$ cat src/rtl/vga_fb_reader.sv
// Pixel stage behind the VGA sync generator: scaled RGB332 framebuffer fetch, 3-clk aligned colour/sync output.
// Optional border ring enabled by defining VGA_BORDER_EN.
module vga_fb_reader #(
    parameter int          SCALE_SHIFT  = 2,
    parameter int          FB_W         = 160,
    parameter int          FB_H         = 120,
    parameter int          ADDR_W       = 15,
    parameter logic [7:0]  BORDER_COLOR = 8'hE0
) (
    input  logic              clk_25mhz,
    input  logic              reset,
    input  logic [9:0]        pixel_x,
    input  logic [9:0]        pixel_y,
    input  logic              video_on,
    input  logic              hsync,
    input  logic              vsync,
    output logic              fb_rd_en,
    output logic [ADDR_W-1:0] fb_addr,
    input  logic [7:0]        fb_data,
    output logic [3:0]        vga_r,
    output logic [3:0]        vga_g,
    output logic [3:0]        vga_b,
    output logic              vga_hsync,
    output logic              vga_vsync,
    output logic              frame_start,
    output logic [7:0]        frame_count
);

    function automatic logic [11:0] expand332(input logic [7:0] d);
        return {d[7:5], d[7], d[4:2], d[4], d[1:0], d[1:0]};
    endfunction

    logic [9:0]        fx, fy;
    logic              in_range, first_px;
    logic [ADDR_W-1:0] addr_next;

    assign fx        = pixel_x >> SCALE_SHIFT;
    assign fy        = pixel_y >> SCALE_SHIFT;
    assign in_range  = video_on && (fx < 10'(FB_W)) && (fy < 10'(FB_H));
    assign first_px  = video_on && (pixel_x == 10'd0) && (pixel_y == 10'd0);
    // constant multiplier only; no divider needed anywhere
    assign addr_next = ADDR_W'(fy) * ADDR_W'(FB_W) + ADDR_W'(fx);

    logic s1_in_range, s1_hs, s1_vs, s1_first;
    logic s2_in_range, s2_hs, s2_vs, s2_first;
    logic [11:0] colour;

`ifdef VGA_BORDER_EN
    logic border, s1_border, s2_border;
    assign border = video_on && (pixel_x == 10'd0 || pixel_x == 10'd639 ||
                                 pixel_y == 10'd0 || pixel_y == 10'd479);
`endif

    always_comb begin
        colour = s2_in_range ? expand332(fb_data) : 12'h000;
`ifdef VGA_BORDER_EN
        if (s2_border)
            colour = expand332(BORDER_COLOR);
`endif
    end

    always_ff @(posedge clk_25mhz) begin
        if (reset) begin
            fb_rd_en    <= 1'b0;
            fb_addr     <= '0;
            s1_in_range <= 1'b0;
            s1_hs       <= 1'b1;
            s1_vs       <= 1'b1;
            s1_first    <= 1'b0;
            s2_in_range <= 1'b0;
            s2_hs       <= 1'b1;
            s2_vs       <= 1'b1;
            s2_first    <= 1'b0;
            vga_r       <= 4'h0;
            vga_g       <= 4'h0;
            vga_b       <= 4'h0;
            vga_hsync   <= 1'b1;
            vga_vsync   <= 1'b1;
            frame_start <= 1'b0;
            frame_count <= 8'h00;
`ifdef VGA_BORDER_EN
            s1_border   <= 1'b0;
            s2_border   <= 1'b0;
`endif
        end else begin
            fb_addr     <= addr_next;
            fb_rd_en    <= in_range;
            s1_in_range <= in_range;
            s1_hs       <= hsync;
            s1_vs       <= vsync;
            s1_first    <= first_px;

            s2_in_range <= s1_in_range;
            s2_hs       <= s1_hs;
            s2_vs       <= s1_vs;
            s2_first    <= s1_first;

            {vga_r, vga_g, vga_b} <= colour;
            vga_hsync   <= s2_hs;
            vga_vsync   <= s2_vs;
            frame_start <= s2_first;
            if (s2_first)
                frame_count <= frame_count + 8'd1;
`ifdef VGA_BORDER_EN
            s1_border   <= border;
            s2_border   <= s1_border;
`endif
        end
    end

endmodule

$ cat config.mk
export PLATFORM = sky130hd
export DESIGN_NAME = vga_fb_reader
export DESIGN_NICKNAME = d
export VERILOG_FILES = /design/src/rtl/vga_fb_reader.sv
export SDC_FILE = /design/constraint.sdc
export NUM_CORES = 1
export LEC_CHECK = 0
export BUFFER_PORTS_ARGS = -buffer_cell sky130_fd_sc_hd__buf_4
export CAP_MARGIN = 20
export CORE_ASPECT_RATIO = 1.25
export CORE_UTILIZATION = 43
export CTS_CLUSTER_DIAMETER = 50
export DETAILED_ROUTE_END_ITERATION = 16
export PLACE_DENSITY = 0.84
export SYNTH_ARGS = -nofsm -noshare
export SYNTH_HDL_FRONTEND = slang
export SYNTH_SLANG_ARGS = --single-unit
$ cat constraint.sdc
create_clock -name clk_25mhz -period 2.7 [get_ports clk_25mhz]
set_clock_uncertainty 0.1 [all_clocks]
set_input_delay 0.27 -clock clk_25mhz [delete_from_list [all_inputs] [get_ports clk_25mhz]]
set_output_delay 0.27 -clock clk_25mhz [all_outputs]
set_load 0.005 [all_outputs]
; ---- After elaboration in Yosys (flattened, before gate mapping)
; Index checks and enable logic that the tools add are counted.
[word_totals]
regBits = 46
input_bits = 33
out_inout_bits = 39
word_cells = 29
[op_classes]
n_addsub = 2
mul = 1
n_lt_le_gt_ge = 2
bitwise_logic = 1
reduce_logical = 7
[ops]
columns = cell, count
row1 = $logic_not 10->1, 2
row2 = $add 15x8->15, 1
row3 = $mul 8x3->10 const B, 1
row4 = $add 8x1->8 const B, 1
row5 = $lt 8x7->1 const B, 1
row6 = $lt 8x8->1 const B, 1
row7 = $logic_and 1x1->1, 4
row8 = $reduce_or 2->1, 1
row9 = $not 1->1, 1

; ---- Longest topological paths before layout
; Gate-level depths: netlist of the first run.
[logic_depth]
ltp_word = 3
ltp_mapped = 8

; ---- Worst setup path after synthesis of the first run
; Ideal clock, no wire load.
[synth_timing]
kind = input to register
start = input port pixel_y[3]
end = register fb_addr[14]
arrival_ps = 2363
required_ps = 2530
setup_slack_ps = 167
path_stages = 8
cell_sequence = ha_1 -> ha_1 -> fa_1 -> a211o_1 -> and4_1 -> a2111oi_0 -> nand4_1 -> a21oi_1
[synth_between]
elab_chain_len = 2
[synth_rtl]
columns = element, line_no
row1 = start: declaration, 13  ; input logic [9:0] pixel_y,
row2 = $mul 8x3->10, 42  ; assign addr_next = ADDR_W'(fy) * ADDR_W'(FB_W) + ADDR_W'(fx);
row3 = $add 15x8->15, 42
row4 = end signal: assignment, 86  ; fb_addr <= addr_next;
row5 = end: declaration, 18  ; output logic [ADDR_W-1:0] fb_addr,
; Every way passes these cells.
; A chain may end at the register's enable or synchronous reset.

; ---- Worst setup path in the final report of the first run
; Ends and elaborated chain as after synthesis.

==> results_dict.tcl, run 1 <==
set metrics [dict create \
    cts_inserted_buffers 5 \
    clk_pin_slew_ps 70 \
    min_from "vsync" \
    n_antenna_cell 0 \
    synth_top_flop_cell "dfxtp_1" \
    layout.nets 316 \
    worstHoldEndpoint "s1_vs" \
    fin_crit_sh 0.928 \
    layout_common_cells "buf_4, dfxtp_1, nor2_1, ha_1, nor2b_1" \
    first_pass_iters 4 \
    avgSynthCellArea_um2 9.98 \
    start_util 0.452 \
    areaGrowthSynthToFinish_pct 40.8 \
    p_leak_nw 1.20 \
    synth_edf_count 0 \
    synth_cells 187 \
    yosysWarnings 0 \
    place_inst 314 \
    finalSetupTns_ps 0 \
    io_buffers 71 \
    ir_worst_vdd_mv 0.302 \
    design_area_mm2 0.00263 \
    startpoint_type "input pin" \
    core_area_mm2 0.00413 \
    status "finished clean" \
    pwr-share-seq 0.428 \
    htree_levels 2 \
    hold_buffers 0 \
    seq_area_frac_synth 0.450 \
    mostFrequentLayoutCell "buf_4" \
    cts_tree "yes" \
    setup_violations 0 \
    cp-end-kind "register" \
    clock-sinks 42 \
    ys_ff_latch 42 \
    p_per_area_mw_per_mm2 586 \
    ff2ff_setup_slack_ps 1300 \
    hp-class "in2reg" \
    antenna_found_initial 0 \
    io_pins 72 \
    post-route-drc-count 0 \
    avgViaCountPerCell 4.94 \
    synthArstFlopShare 0 \
    postCtsSetupBuffers 0 \
    place_area_mm2 0.00248 \
    maxSlewHeadroom 0.728 \
    ctsResizeCount 0 \
    critical_path_class "in2reg" \
    die-area_mm2 0.00461 \
    syn_area_mm2 0.00187 \
    fin_cells 322 \
    grt_usage 0.180 \
    synth_nets 238 \
    worstMarginPinSlew_ps 398 \
    p_int_w 0.00120 \
    rr_endpoint "frame_count[7]" \
    cts_buffer_depth 2 \
    die_width_um 60.9 \
    timing.fmax_mhz 399 \
    crit_fanout 3 \
    grt_overflow 0 \
    arrival_ps 2630 \
    ys_types 42 \
    min_period_ps 2510 \
    p_sw_w 0.000337 \
    grt_pass1_vias 1349 \
    die_y_um 75.7 \
    crit_required_ps 2820 \
    grt_pass1_wl_mm 5.98 \
    rsz0062_at_grt "no" \
    r2r_start "s2_first" \
    wire_per_inst_um 12.2 \
    wirelength_mm 3.92 \
    drt_iter0_drc 72 \
    grt_max_degree 35 \
    via_count 1592 \
    fin_util 0.636 \
    gp_congestion 0.938 \
    max-cap-violations 0 \
    clk_latency_ps 280 \
    postRouteAntennaNets 0 \
    power_frac_clock 0.386 \
    hold_viol_final 0 \
    root_buffer "clkbuf_8" \
    r2r_cells 3 \
    switching_share 0.219 \
    hold_depth 2 \
    drv_slew 0 \
    p_comb_frac 0.187 \
    drive_gt1_frac 0.365 \
    rows 26 \
    place_hpwl_mm 3.07 \
]
## through the flow
| stage | power, W | hold slack, ps | setup WS (ps) |
|---|---|---|---|
| 4_1_cts | 0.00155 | 58.5 | 239 |
| 6_report | 0.00154 | 64.6 | 194 |
| 5_1_grt | 0.00162 | 51.6 | 98.8 |
| 2_1_floorplan | 0.000825 | 242 | 167 |
| 3_5_place_dp | 0.000960 | 294 | -56.5 |
| 3_3_place_gp | 0.000954 | 292 | -19.6 |
## layer usage
layer	wire [um]	track usage	vias up	share of wire
met5	0	0	-	0
met4	80	0.0909	0	0.020
met2	2080	0.337	56	0.53
met1	1520	0.185	723	0.39
met3	239	0.0407	7	0.061
li1	-	-	806	-
## cell families (layout without fill, tap and decap cells)
logic type,count (synthesis),after routing,synth area share
XOR/XNOR,12,12,0.0563
flip-flops,42,42,0.450
buffers and inverters,13,92,0.0342
adder cells (fa/ha/maj),18,18,0.129
multiplexers,1,1,0.00536
AO/OA/AOI/OAI,27,27,0.101
AND/OR/NAND/NOR,74,74,0.225
## synthesized netlist by cell type (4+ instances only)
| master | number | area (um^2) |
|---|---|---|
| a21oi_1 | 5 | 25.0 |
| and2_1 | 8 | 50.1 |
| buf_4 | 4 | 30.0 |
| clkbuf_1 | 4 | 15.0 |
| dfxtp_1 | 42 | 841 |
| ha_1 | 16 | 200 |
| inv_1 | 5 | 18.8 |
| nand2_1 | 7 | 26.3 |
| nand4_1 | 5 | 31.3 |
| nor2_1 | 16 | 60.1 |
| nor2b_1 | 13 | 81.3 |
| nor4_1 | 4 | 25.0 |
| o21ai_0 | 7 | 35.0 |
| or2_2 | 6 | 37.5 |
| xor2_1 | 9 | 78.8 |
## layout make-up
cell class,instances,area [um^2]
inverter,5,18.8
sequential,42,841
tap,56,70.1
fill,356,1500
clock buffer,6,82.6
timing repair buffer,79,593
multi-input combinational,132,962
clock inverter,2,60.1
## power groups by stage
stage	logic, W	clock network [W]	registers (W)
global placement	0.000281	0	0.000673
floorplan	0.000148	0	0.000677
finish	0.000287	0.000593	0.000658
CTS	0.000288	0.000604	0.000659
detailed placement	0.000286	0	0.000673
global route	0.000318	0.000640	0.000662
## sequential cells by signal, indices dropped and copies added, names as in the netlist
signal	flops
vga_hsync	1
s2_in_range	1
vga_vsync	1
frame_start	1
s2_first	1
s2_hs	1
vga_b	2
vga_r	3
s1_in_range	1
s1_vs	1
frame_count	8
s1_first	1
vga_g	3
s2_vs	1
s1_hs	1
fb_addr	15
## worst max-delay path by stage
stage	end	depth (start not counted)	slack (ps)	startpoint
finish	fb_addr[14]	10	190	pixel_y[3]
global route	fb_addr[14]	10	100	pixel_y[3]
CTS	fb_addr[13]	10	240	pixel_y[3]
detailed placement	fb_addr[13]	10	-60	pixel_y[3]
global placement	fb_addr[14]	10	-20	pixel_y[3]
floorplan	fb_addr[14]	8	170	pixel_y[3]
## critical path: stages
cell and delay (ps):
buf_4 120, ha_1 280, ha_1 220, fa_1 390, a211o_1 350, and4_1 190
a2111oi_0 380, buf_4 190, nand4_1 90, a21oi_1 150
Power figures use the tool's default switching activity.
==> run 2: changes to the inputs <==
CORE_ASPECT_RATIO = 0.6   (was 1.25)
CTS_CLUSTER_SIZE = 25   (was not set)
PLACE_DENSITY = not set   (was 0.84)
PLACE_DENSITY_LB_ADDON = 0.15   (was not set)
==> run 2 against run 1 <==
Effect of this change:
- maximum frequency decreased by 2.0%
- largest power group unchanged
- count of clock-buffer cells in the layout unchanged
- non-clock buffer count increased by 1
- highest routed layer unchanged
- final cell count increased by 1.6%
- register-to-register slack got worse by 40 ps
- largest cell class unchanged
- routed wire length increased by 2.6%
- critical path type unchanged
==> results_dict.tcl, run 2 (same netlist as run 1, synthesis figures left out) <==
set metrics [dict create \
    setup_violations 0 \
    ctsResizeCount 0 \
    grt_overflow 0 \
    n_antenna_cell 0 \
    crit_family "adder cells" \
    io_pins 72 \
    maxSlewHeadroom 0.707 \
    grt_max_degree 35 \
    antenna_found_initial 0 \
    hold_viol_final 0 \
    worstMarginPinSlew_ps 428 \
    postCtsSetupBuffers 0 \
    cts_tree "yes" \
    grt_pass1_vias 1383 \
    crit_fanout 3 \
    io_buffers 71 \
    critical_path.cell_chain "buf_4 > ha_1 > ha_1 > fa_1 > a211o_1 > and4_1 > a2111oi_0 > buf_4 > nand4_1 > a21oi_1" \
    largest-register "fb_addr" \
    startpoint "pixel_y[3]" \
    arrival_ps 2670 \
    timing.fmax_mhz 391 \
    critical_path.endpoint "fb_addr[14]" \
    crit_buf_inv 2 \
    finalSetupTns_ps 0 \
    cp_slowest_stage_delay_ps 410 \
    first_pass_iters 4 \
    crit_slowest_cell "a2111oi_0" \
    rows 18 \
    cp-end-kind "register" \
    largest_reg_flops 15 \
    clock-sinks 42 \
    grt_usage 0.183 \
    drt_iter0_drc 30 \
    fin_crit_sh 0.948 \
    htree_levels 2 \
    drv_slew 0 \
    via_count 1540 \
    path_depth 10 \
    top_regs "fb_addr x15, frame_count x8" \
    grt_pass1_wl_mm 6.37 \
    ir_worst_vdd_mv 0.315 \
    cts_inserted_buffers 5 \
    min_period_ps 2560 \
    gp_congestion 0.789 \
    hold_buffers 0 \
    post-route-drc-count 0 \
    layout.nets 317 \
    status "finished clean" \
    mostFrequentLayoutCell "buf_4" \
    avgViaCountPerCell 4.71 \
    crit_required_ps 2820 \
    clk_latency_ps 280 \
    die_y_um 53.0 \
    postLayoutSetupSlackWorst_ps 142 \
    die_width_um 87.1 \
    hp-class "in2reg" \
    core_area_mm2 0.00414 \
    rr_endpoint "frame_count[7]" \
    cts_buffer_depth 2 \
    p_per_area_mw_per_mm2 586 \
    root_buffer "clkbuf_8" \
    max-cap-violations 0 \
    p_leak_nw 1.21 \
    ff2ff_setup_slack_ps 1260 \
    areaGrowthSynthToFinish_pct 41.4 \
    wire_per_inst_um 12.3 \
    place_ws_ps -131 \
    r2r_cells 3 \
    layout_common_cells "buf_4, dfxtp_1, nor2_1, ha_1, nor2b_1" \
    start_util 0.450 \
    fin_cells 327 \
    postRouteAntennaNets 0 \
    wirelength_mm 4.02 \
    clk_pin_slew_ps 80 \
    r2r_start "s2_first" \
    place_hpwl_mm 3.15 \
    startpoint_type "input pin" \
    rsz0062_at_grt "no" \
    drive_gt1_frac 0.367 \
    critical_path_class "in2reg" \
    place_inst 319 \
    die-area_mm2 0.00462 \
]
[run 2: cell count changes in the layout (fill, tap and decap cells not counted)]
cell | previous run | this run
buf_4 | 79 | 80
[run 2: metal layers]
| layer | part of all wire | track usage | up-vias |
|---|---|---|---|
| met3 | 0.064 | 0.0577 | 2 |
| li1 | - | - | 806 |
| met4 | 0.0020 | 0.0417 | 0 |
| met1 | 0.52 | 0.260 | 690 |
| met5 | 0 | 0 | - |
| met2 | 0.41 | 0.266 | 42 |
[run 2: cell type report]
type | instances | area, um^2
Timing Repair Buffer | 80 | 601
Clock buffer | 6 | 82.6
Fill cell | 377 | 1500
Multi-Input combinational cell | 132 | 962
Clock inverter | 2 | 60.1
Inverter | 5 | 18.8
Sequential cell | 42 | 841
Tap cell | 60 | 75.1
[run 2: how the worst min path moves through the flow]
stage                from        end  slack [ps]  cells past startpoint
floorplan           reset   s2_first         240                      1
global placement    s1_hs      s2_hs         290                      1
detailed placement  s2_hs  vga_hsync         290                      1
CTS                 hsync      s1_hs          60                      2
global route        vsync      s1_vs          40                      2
finish              hsync      s1_hs          70                      2
[run 2: worst register-to-register path, delay by kind of cell (launching register included)]
family	cells	cell delay (ps)
compound gates	1	130
flops	1	490
simple gates	2	640
[run 2: per-stage QoR]
| stage | power (W) | hold WS [ps] | util | area (um^2) |
|---|---|---|---|---|
| floorplan | 0.000825 | 242 | - | 1870 |
| global placement | 0.000959 | 290 | 0.603 | 2500 |
| detailed placement | 0.000963 | 294 | 0.603 | 2500 |
| CTS | 0.00156 | 56.9 | 0.637 | 2640 |
| global route | 0.00163 | 44.0 | 0.637 | 2640 |
| finish | 0.00155 | 66.8 | 0.637 | 2640 |
[run 2: power by group]
group / switching [W] / leakage (nW) / total, W / internal [W]
combinational: 0.000130 / 0.792 / 0.000289 / 0.000158
sequential: 0.00000973 / 0.344 / 0.000660 / 0.000651
clock: 0.000203 / 0.0714 / 0.000597 / 0.000394
